### config.mk
export PLATFORM = sky130hd
export DESIGN_NAME = snax_reqrsp_to_hwpe
export DESIGN_NICKNAME = d
export VERILOG_FILES = /design/src/rtl/snax_reqrsp_to_hwpe.sv
export SDC_FILE = /design/constraint.sdc
export NUM_CORES = 1
export LEC_CHECK = 0
export ABC_AREA = 1
export CORE_MARGIN = 5
export CORE_UTILIZATION = 44
export CTS_BUF_LIST = sky130_fd_sc_hd__clkbuf_2 sky130_fd_sc_hd__clkbuf_4 sky130_fd_sc_hd__clkbuf_8
export DETAILED_ROUTE_END_ITERATION = 7
export PLACE_DENSITY_LB_ADDON = 0.1
export SLEW_MARGIN = 10
export SYNTH_ARGS = -nofsm -noshare
export SYNTH_HDL_FRONTEND = slang
export SYNTH_SLANG_ARGS = --single-unit
### constraint.sdc
create_clock -name clk_i -period 2.4 [get_ports clk_i]
set_clock_uncertainty 0.05 [all_clocks]
set_input_delay 0.48 -clock clk_i [delete_from_list [all_inputs] [get_ports clk_i]]
set_output_delay 0.48 -clock clk_i [all_outputs]
set_load 0.05 [all_outputs]
### src/rtl/snax_reqrsp_to_hwpe.sv
// Bridges a 64-bit reqrsp slave port onto a 32-bit HWPE TCDM master, one transaction at a time.
// Optional: define SNAX_REQRSP_TO_HWPE_ALIGN_CHECK_EN to answer non 8-byte-aligned requests with an error.
module snax_reqrsp_to_hwpe #(
    parameter int unsigned AddrWidth     = 48,
    parameter int unsigned DataWidth     = 64,
    parameter int unsigned HwpeAddrWidth = 32
) (
    input  logic                     clk_i,
    input  logic                     rst_i,
    input  logic                     q_valid_i,
    output logic                     q_ready_o,
    input  logic [AddrWidth-1:0]     q_addr_i,
    input  logic                     q_write_i,
    input  logic [DataWidth-1:0]     q_data_i,
    input  logic [DataWidth/8-1:0]   q_strb_i,
    output logic                     p_valid_o,
    input  logic                     p_ready_i,
    output logic [DataWidth-1:0]     p_data_o,
    output logic                     p_error_o,
    output logic                     tcdm_req_o,
    input  logic                     tcdm_gnt_i,
    output logic [HwpeAddrWidth-1:0] tcdm_add_o,
    output logic                     tcdm_wen_o,
    output logic [3:0]               tcdm_be_o,
    output logic [31:0]              tcdm_data_o,
    input  logic [31:0]              tcdm_r_data_i,
    input  logic                     tcdm_r_valid_i
);

    if (DataWidth != 64) begin : gen_width_check
        $error("snax_reqrsp_to_hwpe only supports DataWidth = 64");
    end

    typedef enum logic [1:0] {IDLE, ISSUE, WAIT_R, RESP} state_e;

    state_e                   state_q;
    logic [HwpeAddrWidth-4:0] addrHi_q;
    logic                     write_q;
    logic [63:0]              wdata_q;
    logic [7:0]               strb_q;
    logic [1:0]               beats_q;
    logic [1:0]               gntCnt_q;
    logic [1:0]               rdCnt_q;
    logic [63:0]              rdata_q;

    logic                     curHi;
    logic                     finalBeat;
    logic                     rvAccept;
    logic [1:0]               rdCntNext;
    logic [1:0]               newMask;
    logic                     alignErr;
    logic                     unusedAddr;

`ifdef SNAX_REQRSP_TO_HWPE_ALIGN_CHECK_EN
    logic err_q;
    assign unusedAddr = ^q_addr_i[AddrWidth-1:HwpeAddrWidth];
    assign p_error_o  = err_q;
`else
    assign unusedAddr = ^{q_addr_i[AddrWidth-1:HwpeAddrWidth], q_addr_i[2:0]};
    assign p_error_o  = 1'b0;
`endif

    // beats_q holds the beats still to be issued; the lo beat always goes first
    assign curHi     = ~beats_q[0];
    assign finalBeat = curHi | ~beats_q[1];

    assign q_ready_o   = (state_q == IDLE) && !rst_i;
    assign tcdm_req_o  = (state_q == ISSUE);
    assign tcdm_add_o  = {addrHi_q, curHi, 2'b00};
    assign tcdm_wen_o  = ~write_q;
    assign tcdm_be_o   = write_q ? (curHi ? strb_q[7:4] : strb_q[3:0]) : 4'hF;
    assign tcdm_data_o = curHi ? wdata_q[63:32] : wdata_q[31:0];
    assign p_valid_o   = (state_q == RESP);
    assign p_data_o    = rdata_q;

    // Read data is only taken while a granted read beat is still waiting for it
    assign rvAccept  = tcdm_r_valid_i && !write_q && (rdCnt_q < gntCnt_q) &&
                       ((state_q == ISSUE) || (state_q == WAIT_R));
    assign rdCntNext = rdCnt_q + {1'b0, rvAccept};

    always_comb begin
        newMask = 2'b11;
        if (q_write_i) begin
            newMask = {|q_strb_i[7:4], |q_strb_i[3:0]};
        end
`ifdef SNAX_REQRSP_TO_HWPE_ALIGN_CHECK_EN
        alignErr = (q_addr_i[2:0] != 3'b000);
`else
        alignErr = 1'b0;
`endif
    end

    always_ff @(posedge clk_i) begin
        if (rst_i) begin
            state_q  <= IDLE;
            addrHi_q <= '0;
            write_q  <= 1'b0;
            wdata_q  <= '0;
            strb_q   <= '0;
            beats_q  <= '0;
            gntCnt_q <= '0;
            rdCnt_q  <= '0;
            rdata_q  <= '0;
`ifdef SNAX_REQRSP_TO_HWPE_ALIGN_CHECK_EN
            err_q    <= 1'b0;
`endif
        end else begin
            if (rvAccept) begin
                if (rdCnt_q == 2'd0) rdata_q[31:0]  <= tcdm_r_data_i;
                else                 rdata_q[63:32] <= tcdm_r_data_i;
                rdCnt_q <= rdCntNext;
            end
            case (state_q)
                IDLE: begin
                    if (q_valid_i) begin
                        addrHi_q <= q_addr_i[HwpeAddrWidth-1:3];
                        write_q  <= q_write_i;
                        wdata_q  <= q_data_i;
                        strb_q   <= q_strb_i;
                        beats_q  <= alignErr ? 2'b00 : newMask;
                        gntCnt_q <= '0;
                        rdCnt_q  <= '0;
                        rdata_q  <= '0;
`ifdef SNAX_REQRSP_TO_HWPE_ALIGN_CHECK_EN
                        err_q    <= alignErr;
`endif
                        state_q  <= (alignErr || newMask == 2'b00) ? RESP : ISSUE;
                    end
                end
                ISSUE: begin
                    if (tcdm_gnt_i) begin
                        beats_q  <= curHi ? 2'b00 : {beats_q[1], 1'b0};
                        gntCnt_q <= gntCnt_q + 2'd1;
                        if (finalBeat) begin
                            state_q <= (write_q || rdCntNext == 2'd2) ? RESP : WAIT_R;
                        end
                    end
                end
                WAIT_R: begin
                    if (rdCntNext == 2'd2) state_q <= RESP;
                end
                RESP: begin
                    if (p_ready_i) state_q <= IDLE;
                end
                default: state_q <= IDLE;
            endcase
        end
    end

endmodule

==> impl_metrics.csv <==
group,metric,value,unit
flow_run,drv_cap,0,
floorplanning,die_y,134.7,um
power_and_ir_drop,power.density,995.2,nW/um^2
power_and_ir_drop,combPwrFrac,43.6,%
drt,route.vias.total,6601,
sta,max_slew.worst_pin.slew,563.1,ps
placed_design,gp_congestion,0.7849,
clock_tree,cts_sinks,174,
setup_path,r2r_setup_slack,270,ps
min_path,min_from,"wdata_q[25]",
floorplanning,num_io_pins,296,
sta,fmax,435.9,MHz
power_and_ir_drop,p_total,9.962,mW
power_and_ir_drop,vdd_drop_max,585.9,uV
drt,drc_errors,0,
setup_path,cp-start-kind,"flop",
setup_path,cp-end-kind,"primary output",
floorplanning,initial_core_util,45.00,%
sta,finalCriticalPeriod,2294,ps
global_routing,grt_pass1_wl,30530,um
sta,hold_viol,0,
global_routing,grt_most_used_layer,"met2",
clock_tree,cts_tree,"yes",
power_and_ir_drop,p_switching,4.242,mW
setup_path,slowest_delay,840,ps
clock_tree,hold_buffers,0,
cells_and_area,register_area,3483,sq um
setup_path,crit_type,"reg -> out",
min_path,min_delay_path_depth,2,
drt,routed_via_density,4.735,
setup_path,r2r_start,"state_q[0]",
global_routing,grt_use_met1,25.71,%
logic_synthesis,synth_area,6840,sq um
setup_path,crit_path_start,"write_q",
global_routing,antenna_found_initial,0,
setup_path,r2r-end,"state_q[1]",
logic_synthesis,yosysWarnings,0,
clock_tree,clk_pin_slew,80,ps
setup_path,required,1870,ps
min_path,hold_class,"reg -> reg",
floorplanning,dieArea,18140,sq um
setup_path,reg2reg_depth,13,
clock_tree,clock_path_buffers,2,
drt,drt-total-wl,19590,um
placed_design,dp_hpwl,13280,um
clock_tree,h-tree-depth,4,
drt,drt-pass1-iter-count,4,
setup_path,crit_fanout,5,
floorplanning,rows,45,
sta,setup_violations,0,
cells_and_area,area_delta_synth_final,46.33,%
cells_and_area,multi_input_area,2904,sq um
power_and_ir_drop,netSwitchingFraction,42.58,%
clock_tree,cts_resized,0,
cells_and_area,fillCellCount,1374,
drt,drt-initial-drc-count,382,
floorplanning,die_x,134.7,um
setup_path,worstPathArrival,1760,ps
placed_design,numPortBuffers,273,
sta,rsz0062_at_grt,"false",
setup_path,critPathSlowestCell,"clkdlybuf4s50_1",
clock_tree,clock-root-buffer,"clkbuf_8",
min_path,min_to,"wdata_q[25]",
status,outcome,"finished, final reports clean",
drt,wire_per_inst,14.05,um
logic_synthesis,ys_ff_latch,174,
clock_tree,post_cts_buffers,0,
power_and_ir_drop,power.static_leakage,4.307,nW
global_routing,grt_use_total,20.84,%
power_and_ir_drop,clockPowerShare,19.6,%
drt,antenna_left,0,
sta,fin_setup_tns,0,ps
logic_synthesis,ys_types,27,
floorplanning,core_area,15200,sq um
setup_path,path_cells,"inv_2 > clkdlybuf4s50_1",
cells_and_area,drive_gt1_share,9.295,%
power_and_ir_drop,p_int,5.720,mW
logic_synthesis,ys_seq_area_share,50.92,%
global_routing,grt_max_degree,102,
global_routing,globalRouteMet2Util,33.19,%
cells_and_area,nNetsFinal,1357,
sta,slew_headroom,62.34,%
clock_tree,clk_latency,440,ps
logic_synthesis,syn_area_per_cell,7.216,sq um
sta,report.final.slew_viol_count,0,
sta,final.period_utilization,95.60,%
global_routing,overflow,0,
clock_tree,cts_buffers,17,
power_and_ir_drop,power_frac_seq,36.8,%
global_routing,grt_pass1_vias,6158,
logic_synthesis,syn_inst,948,
global_routing,met3_usage,8.718,%
[layout make-up]
class | instances | area share (%)
Sequential cell | 174 | 34.80
Multi-Input combinational cell | 670 | 29.01
Timing Repair Buffer | 287 | 28.39
Clock buffer | 20 | 2.687
Tap cell | 188 | 2.350
Inverter | 42 | 1.613
Clock inverter | 12 | 1.125
Antenna cell | 1 | 0.02500
[per-layer routing]
| metal | vias up | share of wire [%] |
|---|---|---|
| met5 | - | 0 |
| met4 | 0 | 2.1 |
| met3 | 27 | 9.5 |
| met2 | 187 | 45 |
| met1 | 2937 | 43 |
| li1 | 3450 | - |
[how the worst max path moves through the flow]
stage	endpoint	slack [ps]	depth (start not counted)
3_3_place_gp	state_q[0]	150	14
5_1_grt	state_q[0]	10	15
2_1_floorplan	state_q[1]	420	13
4_1_cts	tcdm_wen_o	70	2
6_report	tcdm_wen_o	110	2
3_5_place_dp	state_q[1]	120	12
[cells in the mapped netlist, drive strengths merged]
cell    count  area [sq um]
conb        1         3.750
buf        30         180.2
nor3        4         31.28
a31oi       1         6.260
o211ai      1         7.510
inv        42         160.1
clkbuf     34         127.6
ha          6         75.07
nand3       9         45.04
a21oi       8         40.04
nand2     137         539.3
nor2      328          1271
nand4       1         6.260
a211oi      1         7.510
dfxtp     174          3483
o21ai     171         855.8
[worst max-delay path: cells and delay by family (launching register included)]
family	cells	cell delay [ps]
buffers and inverters	2	960
DFF	1	370
[flip-flops by register name, indices dropped and copies added, names as in the netlist]
signal / flops
p_data_o: 64
write_q: 1
addrHi_q: 29
wdata_q: 64
strb_q: 8
beats_q: 2
gntCnt_q: 2
state_q: 2
rdCnt_q: 2
[cells by family (layout without fill, tap and decap cells)]
group | Yosys count | in the layout | share of synthesized area (%)
AND/OR/NAND/NOR | 479 | 479 | 27.68
flip-flops | 174 | 174 | 50.92
AO/OA/AOI/OAI | 182 | 182 | 13.41
other | 1 | 4 | 0.05482
adder cells (fa/ha/maj) | 6 | 6 | 1.097
buffers and inverters | 106 | 361 | 6.841
[placed cells by master (no fill, tap or decap), drive strengths merged]
master	netlist	routed
ha	6	6
conb	1	3
clkinvlp	0	2
clkinv	0	9
bufinv	0	1
a31oi	1	1
nand4	1	1
diode	0	1
nand3	9	9
buf	30	54
nor2	328	328
inv	42	42
nand2	137	137
o21ai	171	171
nor3	4	4
clkbuf	34	20
a211oi	1	1
clkdlybuf4s50	0	233
a21oi	8	8
o211ai	1	1
dfxtp	174	174
[through the flow]
stage	hold slack [ps]	setup WS (ps)	utilization, %	cells	instance area (sq um)
final	435.6	105.6	65.84	1394	10010
after CTS	436.2	70.96	65.80	1393	10000
after global routing	455.2	12.17	65.83	1393	10010
after floorplan	402.8	419.8	-	950	6848
after global placement	409.9	153.7	63.29	1361	9622
after detailed placement	421.4	120.0	63.29	1361	9622
[power groups by stage]
stage | Combinational [mW] | Clock [mW] | Sequential (mW)
final | 4.35 | 1.95 | 3.67
after global routing | 4.72 | 2.13 | 3.74
after CTS | 4.39 | 1.99 | 3.67
after detailed placement | 4.37 | 0 | 3.73
after global placement | 4.35 | 0 | 3.72
after floorplan | 2.40 | 0 | 4.27
Power figures use the tool's default switching activity.
